==> config.mk <==
export PLATFORM = sky130hd
export DESIGN_NAME = fcmp_pipe
export DESIGN_NICKNAME = d
export VERILOG_FILES = /design/src/rtl/fpu_pkg.sv /design/src/rtl/fcmp_core.sv /design/src/rtl/fcmp_pipe.sv
export SDC_FILE = /design/constraint.sdc
export NUM_CORES = 1
export LEC_CHECK = 0
export CELL_PAD_IN_SITES_DETAIL_PLACEMENT = 1
export CELL_PAD_IN_SITES_GLOBAL_PLACEMENT = 1
export CORE_AREA = 4 4 122 148
export CTS_BUF_LIST = sky130_fd_sc_hd__clkbuf_2 sky130_fd_sc_hd__clkbuf_4 sky130_fd_sc_hd__clkbuf_8
export DETAILED_ROUTE_END_ITERATION = 16
export DIE_AREA = 0 0 126 152
export PLACE_DENSITY_LB_ADDON = 0.1
export REMOVE_ABC_BUFFERS = 1
export SYNTH_ARGS = -nofsm -noshare
export SYNTH_HDL_FRONTEND = slang
export SYNTH_SLANG_ARGS = --single-unit
==> constraint.sdc <==
create_clock -name clk -period 3.4 [get_ports clk]
set_input_delay 0.68 -clock clk [delete_from_list [all_inputs] [get_ports clk]]
set_output_delay 0.68 -clock clk [all_outputs]
set_load 0.05 [all_outputs]
==> src/rtl/fpu_pkg.sv <==
// fpu_pkg: shared FPU definitions.
//   fcmp_op_t   compare/select opcode encoding (values 5..7 are reserved)
//   EXP_ZERO    exponent field value that marks an operand as zero
//   field slice positions for IEEE-754 single precision
//   fp_is_zero  exponent-zero test (flush-to-zero rule)
package fpu_pkg;

    typedef enum logic [2:0] {
        FEQ  = 3'd0,
        FLT  = 3'd1,
        FLE  = 3'd2,
        FMIN = 3'd3,
        FMAX = 3'd4
    } fcmp_op_t;

    localparam logic [7:0] EXP_ZERO = 8'd0;
    localparam int SIGN_BIT = 31;
    localparam int EXP_MSB  = 30;
    localparam int EXP_LSB  = 23;
    localparam int MAG_MSB  = 30;

    // Denormals and signed zeros all count as zero.
    function automatic logic fp_is_zero(input logic [31:0] x);
        return x[EXP_MSB:EXP_LSB] == EXP_ZERO;
    endfunction

endpackage

==> src/rtl/fcmp_core.sv <==
// fcmp_core: combinational single-precision compare.
//   x1, x2  in  32  operands
//   lt      out 1   x1 < x2 (flush-to-zero, no NaN handling)
//   eq      out 1   both zero, or bitwise identical
module fcmp_core
    import fpu_pkg::*;
(
    input  logic [31:0] x1,
    input  logic [31:0] x2,
    output logic        lt,
    output logic        eq
);

    logic        w_s1;
    logic        w_s2;
    logic [30:0] w_em1;
    logic [30:0] w_em2;
    logic        w_both_zero;

    assign w_s1        = x1[SIGN_BIT];
    assign w_s2        = x2[SIGN_BIT];
    assign w_em1       = x1[MAG_MSB:0];
    assign w_em2       = x2[MAG_MSB:0];
    assign w_both_zero = fp_is_zero(x1) & fp_is_zero(x2);

    // Sign-magnitude ordering on {exp,mant}; exponent 255 is just a big magnitude.
    assign lt = ~w_both_zero &
                ((w_s1 & ~w_s2) |
                 (w_s1 &  w_s2 & (w_em1 > w_em2)) |
                 (~w_s1 & ~w_s2 & (w_em1 < w_em2)));

    assign eq = w_both_zero | (x1 == x2);

endmodule

==> src/rtl/fcmp_pipe.sv <==
// fcmp_pipe: two-stage valid/ready FP compare/select unit.
//   clk, rst             clock, async active-high reset
//   in_valid/in_ready    request handshake; op, x1, x2 request payload
//   out_valid/out_ready  result handshake; y result
// S1 holds op/operands plus lt/eq; S2 holds the selected result.
module fcmp_pipe
    import fpu_pkg::*;
(
    input  logic        clk,
    input  logic        rst,
    input  logic        in_valid,
    output logic        in_ready,
    input  logic [2:0]  op,
    input  logic [31:0] x1,
    input  logic [31:0] x2,
    output logic        out_valid,
    input  logic        out_ready,
    output logic [31:0] y
);

    logic        r_s1_valid;
    logic [2:0]  r_s1_op;
    logic [31:0] r_s1_x1;
    logic [31:0] r_s1_x2;
    logic        r_s1_lt;
    logic        r_s1_eq;
    logic        r_s2_valid;
    logic [31:0] r_y;

    logic        w_lt;
    logic        w_eq;
    logic        w_s1_adv;
    logic        w_s2_adv;
    logic [31:0] w_y_sel;

    fcmp_core u_core (
        .x1 (x1),
        .x2 (x2),
        .lt (w_lt),
        .eq (w_eq)
    );

    // A stage may load when it is empty or its contents move on this cycle.
    assign w_s2_adv  = ~r_s2_valid | out_ready;
    assign w_s1_adv  = ~r_s1_valid | w_s2_adv;
    assign in_ready  = w_s1_adv;
    assign out_valid = r_s2_valid;
    assign y         = r_y;

    always_comb begin
        w_y_sel = '0;
        case (r_s1_op)
            FEQ:     w_y_sel = {31'b0, r_s1_eq};
            FLT:     w_y_sel = {31'b0, r_s1_lt};
            FLE:     w_y_sel = {31'b0, r_s1_lt | r_s1_eq};
            // Ties (incl. +0/-0) return x1 for both MIN and MAX.
            FMIN:    w_y_sel = (r_s1_lt | r_s1_eq) ? r_s1_x1 : r_s1_x2;
            FMAX:    w_y_sel = r_s1_lt ? r_s1_x2 : r_s1_x1;
            default: w_y_sel = '0;
        endcase
    end

    always_ff @(posedge clk or posedge rst) begin
        if (rst) begin
            r_s1_valid <= 1'b0;
            r_s1_op    <= '0;
            r_s1_x1    <= '0;
            r_s1_x2    <= '0;
            r_s1_lt    <= 1'b0;
            r_s1_eq    <= 1'b0;
        end else if (w_s1_adv) begin
            r_s1_valid <= in_valid;
            // Payload only captured on a real request so idle inputs don't toggle S1.
            if (in_valid) begin
                r_s1_op <= op;
                r_s1_x1 <= x1;
                r_s1_x2 <= x2;
                r_s1_lt <= w_lt;
                r_s1_eq <= w_eq;
            end
        end
    end

    always_ff @(posedge clk or posedge rst) begin
        if (rst) begin
            r_s2_valid <= 1'b0;
            r_y        <= '0;
        end else if (w_s2_adv) begin
            r_s2_valid <= r_s1_valid;
            if (r_s1_valid)
                r_y <= w_y_sel;
        end
    end

endmodule

After elaboration in Yosys (flattened, before gate mapping). Cells that the tools add are included.

Bitwise gates (word level): 18. Mux-type cells: 3. Reduce and logical (&&, ||, !) cells: 5. Order comparisons: 2. Equal/unequal tests: 5.

Operator list (count): $pmux W32 S5 (1); $mux W32 (2); $eq A32 B32 Y1 (1); $gt A31 B31 Y1 (1); $lt A31 B31 Y1 (1); $logic_not A8 Y1 (2); $and A1 B1 Y1 (7); $eq A3 B2 Y1 const B (2); $or A1 B1 Y1 (6); $not A1 Y1 (5); $reduce_and A2 Y1 (2); $eq A3 B1 Y1 const B (1); $eq A3 B3 Y1 const B (1); $logic_not A3 Y1 (1).

Logic and storage cells: 41. Input bits: 71. Bits in registers: 103. Output and inout bits: 34.

Logic depth before layout (Yosys ltp). Gate-level depths: netlist of run 1.

Depth after elaboration: 5. Mapped depth: 8. Mapped depth without buffers: 8.

Modules after synthesis. From an unflattened synthesis of run 1, not the netlist that was laid out.

Cell total of the unflattened synthesis: 457. Area, all modules: 5196.2 sq um.

By module, submodules not included: fcmp_pipe (instances 1, area an instance 4289.1 sq um, cells each 327, seq. area each 2577.5 sq um); fcmp_core (instances 1, area an instance 907.1 sq um, cells each 130, seq. area each 0.0 sq um).

Worst setup path before layout of run 1. No wires, ideal clock.

Path kind: input -> register. From: input port out_ready. To: register r_s1_x1[5]. Setup time: 0.125 ns. Required time: 3.275 ns. Buffers on the path: 2. Stages: 5. Setup slack: 0.985 ns. Data arrival time: 2.290 ns. Cells stage by stage: nand3b_1 > nand2_1 > clkbuf_1 > buf_8 > mux2_2.

Cells in the longest elaborated chain, start to end: 3.

Ends and longest elaborated chain: start, declared (RTL line fcmp_pipe.sv:17) `input logic out_ready,`; $or A1 B1 Y1 (RTL line fcmp_pipe.sv:44) `assign w_s2_adv = ~r_s2_valid | out_ready;`; $or A1 B1 Y1 (RTL line fcmp_pipe.sv:45) `assign w_s1_adv = ~r_s1_valid | w_s2_adv;`; $reduce_and A2 Y1 (no source line); end signal, assigned (RTL line fcmp_pipe.sv:67) `r_s1_x1 <= '0;`; end signal, assigned (RTL line fcmp_pipe.sv:76) `r_s1_x1 <= x1;`; end, declared (RTL line fcmp_pipe.sv:23) `logic [31:0] r_s1_x1;`.

No other way between the ends. A chain may end at the register's enable or synchronous reset.

Worst setup path after layout of run 1.
From: input port out_ready. To: output port in_ready.

Cells in the longest elaborated chain, start to end: 2.

Ends and longest elaborated chain: $or A1 B1 Y1 (RTL line fcmp_pipe.sv:44); $or A1 B1 Y1 (RTL line fcmp_pipe.sv:45); end, declared (RTL line fcmp_pipe.sv:12) `output logic in_ready,`.

No other way between the ends.

==> results.md, run 1 <==
* Final hold viol count at 0
* FP Rows at 52
* Fin Clk Skew at 0.00963 ns
* Final Setup Violations at 0
* CTS-repair resized insts at 0
* Final core utilization at 0.387
* Min-delay src: r_s1_x2[7]$_DFFE_PP0P_
* Area growth syn-to-layout at 31.0%
* Most common cell after layout, fill and taps aside: clkdlybuf4s50_1
* Rel. slew slack at 0.570
* WL per Instance at 17.4 um
* Crit Path Category: input pin to output pin
* WP buf/inv at 2
* Area leader, netlist: dfrtp_1
* Crit share post-route at 0.852
* Antenna Diode Count at 0
* Pin count of the biggest net entering global routing at 65
* Overall routed net length at 13.9 mm
* Vias/cell at 4.85
* Syn avg cell area at 10.3 um^2
* Initial core utilization at 0.295
* Tmin final at 2.90 ns
* First-pass GRT wire length at 22.9 mm
* Chip Height at 152 um
* Reg clk slew, reported paths at 0.09 ns
* Seq/Total Area, Yosys at 0.524
* WHS Endpoint: r_s1_x2[7]$_DFFE_PP0P_
* Kind of end point of the critical path: output pin
* Wl on met1 at 6.21 mm
* Most used cell, CP: clkdlybuf4s50_1
* Clk buf depth at 2
* Port-buffer cells at 104
* Uppermost layer routed: met4
* Cells on Worst Hold Path at 2
* Share of cells above drive strength 1 at 0.112
* Gr ovfl total at 0
* Startpoint types: input pin
* Max incr delay on CP at 0.85 ns
* Layout Nets at 685
* Die area at 19200 um^2
* Crit-path max FO at 4
* Boundary Pins at 105
* Synth Instances at 477
* Commonest non-fill, non-tap cells in the layout: 104 x clkdlybuf4s50_1, 103 x dfrtp_1, 76 x nand2_1
* Post-DP HPWL at 10.0 mm
* Number of cells on the worst reg-to-reg path at 5
* Length of routed met2 wiring at 7.02 mm
* Met3 routed WL at 425 um
* Routed Antenna Nets at 0
* Reg-to-reg slack, setup at 1.67 ns
* Vias at 3871
* Status: finished clean
* CP Data Required Time at 2.72 ns
* Reg-to-Reg Start: r_s1_lt$_DFFE_PP0P_
* Initial antenna violation count at 0
* CTS Hold Bufs at 0
* Clock Sink Count at 103
* DR iter-0 viols at 115
* Yosys warns at 0
* Area after DPL at 6260 um^2
* Fmax at 0.345 GHz
* CP Cell Sequence: clkdlybuf4s50_1 > nand3b_1 > clkdlybuf4s50_1
* CTS tree: yes
* CTS root buf: clkbuf_8
* Flops & latches, synth at 103
* TritonCTS buffer count at 9
* Vias in the first global route at 4290
* PD cells at 492 nW/um^2
* Worst path slowest cell: clkdlybuf4s50_1
* Overall routing resource usage at 0.150
* Post-CTS setup buffers at 0
* Delay-heaviest family, CP: buffers and inverters
* Synth Cell Area at 4920 um^2
* # DRC at 0
* Critical Path AT at 2.22 ns
* Pleak at 2.79 nW
* Core Area at 16700 um^2
* Area share of the largest cell type after synthesis at 0.524
* First-pass DRT Iterations at 4
* Synth area leaders: dfrtp_1 52%, ha_1 8.6%, mux2_2 8.0%
* Netlist cell types at 34
* RSZ-0062 raised after global routing: no
* Reg-to-reg endpoint: y[30]$_DFFE_PP0P_
* Least-Margin Pin Slew at 0.644 ns
* Slew Limit Fails at 0
* H-Tree Depth at 3
* Min-Delay Path Class: register to register
* Final GP Congestion at 0.745
* Clk Latency, worst-skew pair at 0.37 ns
* Peak supply drop at 0.000206 V
* Die width at 126 um
* Max-cap violations at 0
* Final instance area at 6440 um^2
## registers in the layout, indices dropped and copies added, names as in the netlist
signal / flops
r_s1_x1: 32
r_s1_op: 3
r_s1_eq: 1
y: 32
r_s1_lt: 1
out_valid: 1
r_s1_x2: 32
r_s1_valid: 1
## report_power, final
group          internal, mW  total (mW)  switching [mW]  leakage, nW
combinational         0.356       0.881           0.525         1.40
sequential             1.39        1.50           0.105         1.29
clock                 0.378       0.790           0.412       0.0978
## worst min-delay path: cells and delay by family, from the launching register on
kind            cells  cell delay (ns)
flops               1             0.35
compound gates      1             0.06
simple gates        1             0.05
## cell families after synthesis
| kind of cell | after synthesis | share of synthesized area |
|---|---|---|
| AND/OR/NAND/NOR | 116 | 0.104 |
| AO/OA/AOI/OAI | 131 | 0.158 |
| adder cells (fa/ha/maj) | 34 | 0.0865 |
| buffers and inverters | 58 | 0.0473 |
| multiplexers | 35 | 0.0801 |
| flip-flops | 103 | 0.524 |
## cells in the mapped netlist
| cell | instances |
|---|---|
| a32o_1 | 1 |
| nand4_1 | 8 |
| a221o_1 | 1 |
| nor3_1 | 2 |
| o31ai_1 | 1 |
| buf_2 | 3 |
| a211o_1 | 1 |
| a31oi_1 | 1 |
| ha_1 | 34 |
| a221oi_1 | 2 |
| mux2_2 | 35 |
| nor4_1 | 4 |
| a21oi_2 | 1 |
| o32ai_1 | 1 |
| buf_8 | 1 |
| o21ai_1 | 35 |
| a21oi_1 | 16 |
| clkbuf_1 | 20 |
| a211oi_1 | 1 |
| and4_1 | 2 |
| nand2b_1 | 5 |
| nor2_1 | 10 |
| a21o_1 | 1 |
| inv_1 | 34 |
| dfrtp_1 | 103 |
| o21ai_2 | 1 |
| nand3_1 | 5 |
| nand3b_1 | 2 |
| or3b_1 | 1 |
| nand2_1 | 77 |
| a22oi_1 | 31 |
| o21a_1 | 1 |
| o211ai_1 | 1 |
| o21ai_0 | 35 |
## final cells by class
cell class              instances  area, um^2
well taps                     216         270
multi-input cells             316        2130
inverters                      34         130
flip-flops and latches        103        2580
clock buffers                  12         159
repair buffers                116        1140
clock inverters                 1        30.0
fillers                      1919       10200
## per-stage QoR
| stage | total power, mW | hold slack, ns | std cells | setup TNS [ns] | worst slack (ns) |
|---|---|---|---|---|---|
| floorplan | 2.03 | 0.450 | 453 | -9.16 | -0.230 |
| global placement | 2.40 | 0.464 | 785 | 0 | 0.409 |
| detailed placement | 2.42 | 0.471 | 785 | 0 | 0.366 |
| CTS | 3.22 | 0.493 | 798 | 0 | 0.501 |
| global route | 3.35 | 0.512 | 798 | 0 | 0.432 |
| finish | 3.17 | 0.489 | 798 | 0 | 0.504 |
## metal layers
layer / GRT usage / up-vias
met5: 0 / -
met4: 0.0506 / 0
met3: 0.0232 / 12
met2: 0.260 / 77
met1: 0.189 / 1911
li1: - / 1871
## how the worst max path moves through the flow
stage / startpoint / endpoint / slack (ns) / depth (start not counted)
CTS: out_ready / in_ready / 0.50 / 3
global route: out_ready / in_ready / 0.43 / 3
floorplan: out_ready / r_s1_op[0]$_DFFE_PP0P_ / -0.23 / 3
detailed placement: x2[22] / r_s1_lt$_DFFE_PP0P_ / 0.37 / 9
global placement: x2[22] / r_s1_lt$_DFFE_PP0P_ / 0.41 / 9
finish: out_ready / in_ready / 0.50 / 3
(Power assumes the default switching activity.)
==> run 2: changes to the inputs <==
Settings changed: SKIP_LAST_GASP set to 1.
==> results of run 2 <==
Final layout, timing and power as in run 1 (identical DEF).
==> run 3: changes to the inputs <==
Settings changed: CORE_AREA 4 4 122 148 to 4 4 120 151, DIE_AREA 0 0 126 152 to 0 0 124 155.
==> results.md, run 3 (synthesized netlist as in run 1, its figures left out) <==
* Critical Path AT at 2.22 ns (about the same)
* Overall routed net length at 13.9 mm (about the same)
* Pleak at 2.76 nW (-0.88%)
* RSZ-0062 raised after global routing: no
* Fin Setup TNS at 0 ns (unchanged)
* Sequential cell area at 2580 um^2 (unchanged)
* Port-buffer cells at 104 (unchanged)
* WL per Instance at 17.3 um (-0.41%)
* TritonCTS buffer count at 9 (unchanged)
* Final GP Congestion at 0.734 (-1.4%)
* Slew Limit Fails at 0 (unchanged)
* Clock Sink Count at 103 (unchanged)
* Commonest non-fill, non-tap cells in the layout: 104 x clkdlybuf4s50_1, 103 x dfrtp_1, 76 x nand2_1
* # DRC at 0 (unchanged)
* Initial antenna violation count at 0 (unchanged)
* Area growth syn-to-layout at 30.9%
* Reg clk slew, reported paths at 0.10 ns (about the same)
* CTS Hold Bufs at 0 (unchanged)
* Clk Latency, worst-skew pair at 0.37 ns (about the same)
* Status: finished clean
* Rel. slew slack at 0.534 (-0.0368)
* Initial core utilization at 0.295 (about the same)
* Share of cells above drive strength 1 at 0.112 (unchanged)
* Die width at 124 um (-1.6%)
* FP Rows at 53 (+1.9%)
* Least-Margin Pin Slew at 0.699 ns (+0.0552 ns)
* Gr ovfl total at 0 (unchanged)
* Chip Height at 155 um (+2.0%)
* Max-cap violations at 0 (unchanged)
* DR iter-0 viols at 113 (-1.7%)
* Die area at 19200 um^2 (+0.36%)
* Startpoint types: input pin
* Layout Nets at 682 (-0.44%)
* CTS-repair resized insts at 0 (unchanged)
* Crit-path max FO at 4 (unchanged)
* Fin Clk Skew at 0.00712 ns (-0.00251 ns)
* Most common cell after layout, fill and taps aside: clkdlybuf4s50_1
* # fillers at 1898 (-1.1%)
* First-pass GRT wire length at 22.6 mm (-1.3%)
* Hold slack final at 0.491 ns (+0.00136 ns)
* Overall routing resource usage at 0.152 (+0.00230)
* CP Data Required Time at 2.72 ns (about the same)
* Post-CTS setup buffers at 0 (unchanged)
* Pin count of the biggest net entering global routing at 53 (-18%)
* Core Area at 16600 um^2 (about the same)
* Final Setup Violations at 0 (unchanged)
* Peak supply drop at 0.000169 V (-18%)
* Min-Delay Path Class: register to register
* Multi-input logic area at 2130 um^2 (unchanged)
* Vias/cell at 4.82 (-0.70%)
* H-Tree Depth at 3 (unchanged)
* Final hold viol count at 0 (unchanged)
* Crit Path Category: input pin to output pin
* Fmax at 0.345 GHz (about the same)
* Kind of end point of the critical path: output pin
* First-pass DRT Iterations at 4 (unchanged)
* Boundary Pins at 105 (unchanged)
* Crit share post-route at 0.852 (about the same)
* Antenna Diode Count at 0 (unchanged)
* Tmin final at 2.90 ns (+0.000843 ns)
* Clk buf depth at 2 (unchanged)
* PD cells at 480 nW/um^2 (-2.3%)
* Pwr Total at 3.09 mW (-2.4%)
* CTS root buf: clkbuf_8
* Final core utilization at 0.387 (about the same)
* Vias in the first global route at 4346 (+1.3%)
* CTS tree: yes
* Vias at 3863 (-0.21%)
* Post-DP HPWL at 9.93 mm (-0.93%)
* Routed Antenna Nets at 0 (unchanged)
==> run 3: changes by cell type in the layout (fill, tap and decap cells not counted), sizes merged <==
cell / before / now
buf: 12 / 9
bufinv: 1 / 0
clkbuf: 12 / 9
clkinv: 0 / 4
clkinvlp: 0 / 3
==> run 3: through the flow <==
stage	setup WS, ns	std cells	area, um^2
floorplan	-0.230	453	4810
global route	0.429	802	6440
global placement	0.390	786	6260
finish	0.504	802	6440
CTS	0.495	802	6440
detailed placement	0.346	786	6260
==> run 3: path summary, 6_finish.rpt <==
check	from	to	slack [ns]	depth (start not counted)
min in group asynchronous	rst	y[20]$_DFFE_PP0P_	0.75	2
worst min register to register	r_s1_x2[17]$_DFFE_PP0P_	r_s1_x2[17]$_DFFE_PP0P_	0.49	2
worst max register to register	r_s1_lt$_DFFE_PP0P_	y[26]$_DFFE_PP0P_	1.47	5
worst max-delay path	out_ready	in_ready	0.50	3
max in group asynchronous	rst	r_s1_x1[0]$_DFFE_PP0P_	1.95	3
worst min-delay path	r_s1_x2[17]$_DFFE_PP0P_	r_s1_x2[17]$_DFFE_PP0P_	0.49	2
==> run 3: final cells by class <==
type / count / share of cell area
clock buffer: 9 / 0.0192
clock inverter: 7 / 0.00777
inverter: 34 / 0.0202
multi-input combinational: 316 / 0.332
sequential: 103 / 0.400
tap: 220 / 0.0428
timing repair buffer: 113 / 0.178
==> run 3: per-layer routing <==
layer / global-route usage / vias up / wire length, um
met5: 0 / - / 0
met4: 0.0423 / 0 / 151
met3: 0.0298 / 8 / 455
met2: 0.267 / 57 / 7170
met1: 0.188 / 1926 / 6090
li1: - / 1872 / -
==> run 3: critical path, stage by stage <==
cell,delay [ns]
clkdlybuf4s50_1,0.47
nand3b_1,0.22
clkdlybuf4s50_1,0.85
==> run 3: power breakdown <==
part           leakage [nW]  total (mW)  internal [mW]  switching, mW
Combinational          1.40       0.882          0.356          0.527
Clock                0.0812       0.715          0.266          0.449
Sequential             1.29        1.49           1.39          0.102
Total                  2.76        3.09           2.01           1.08
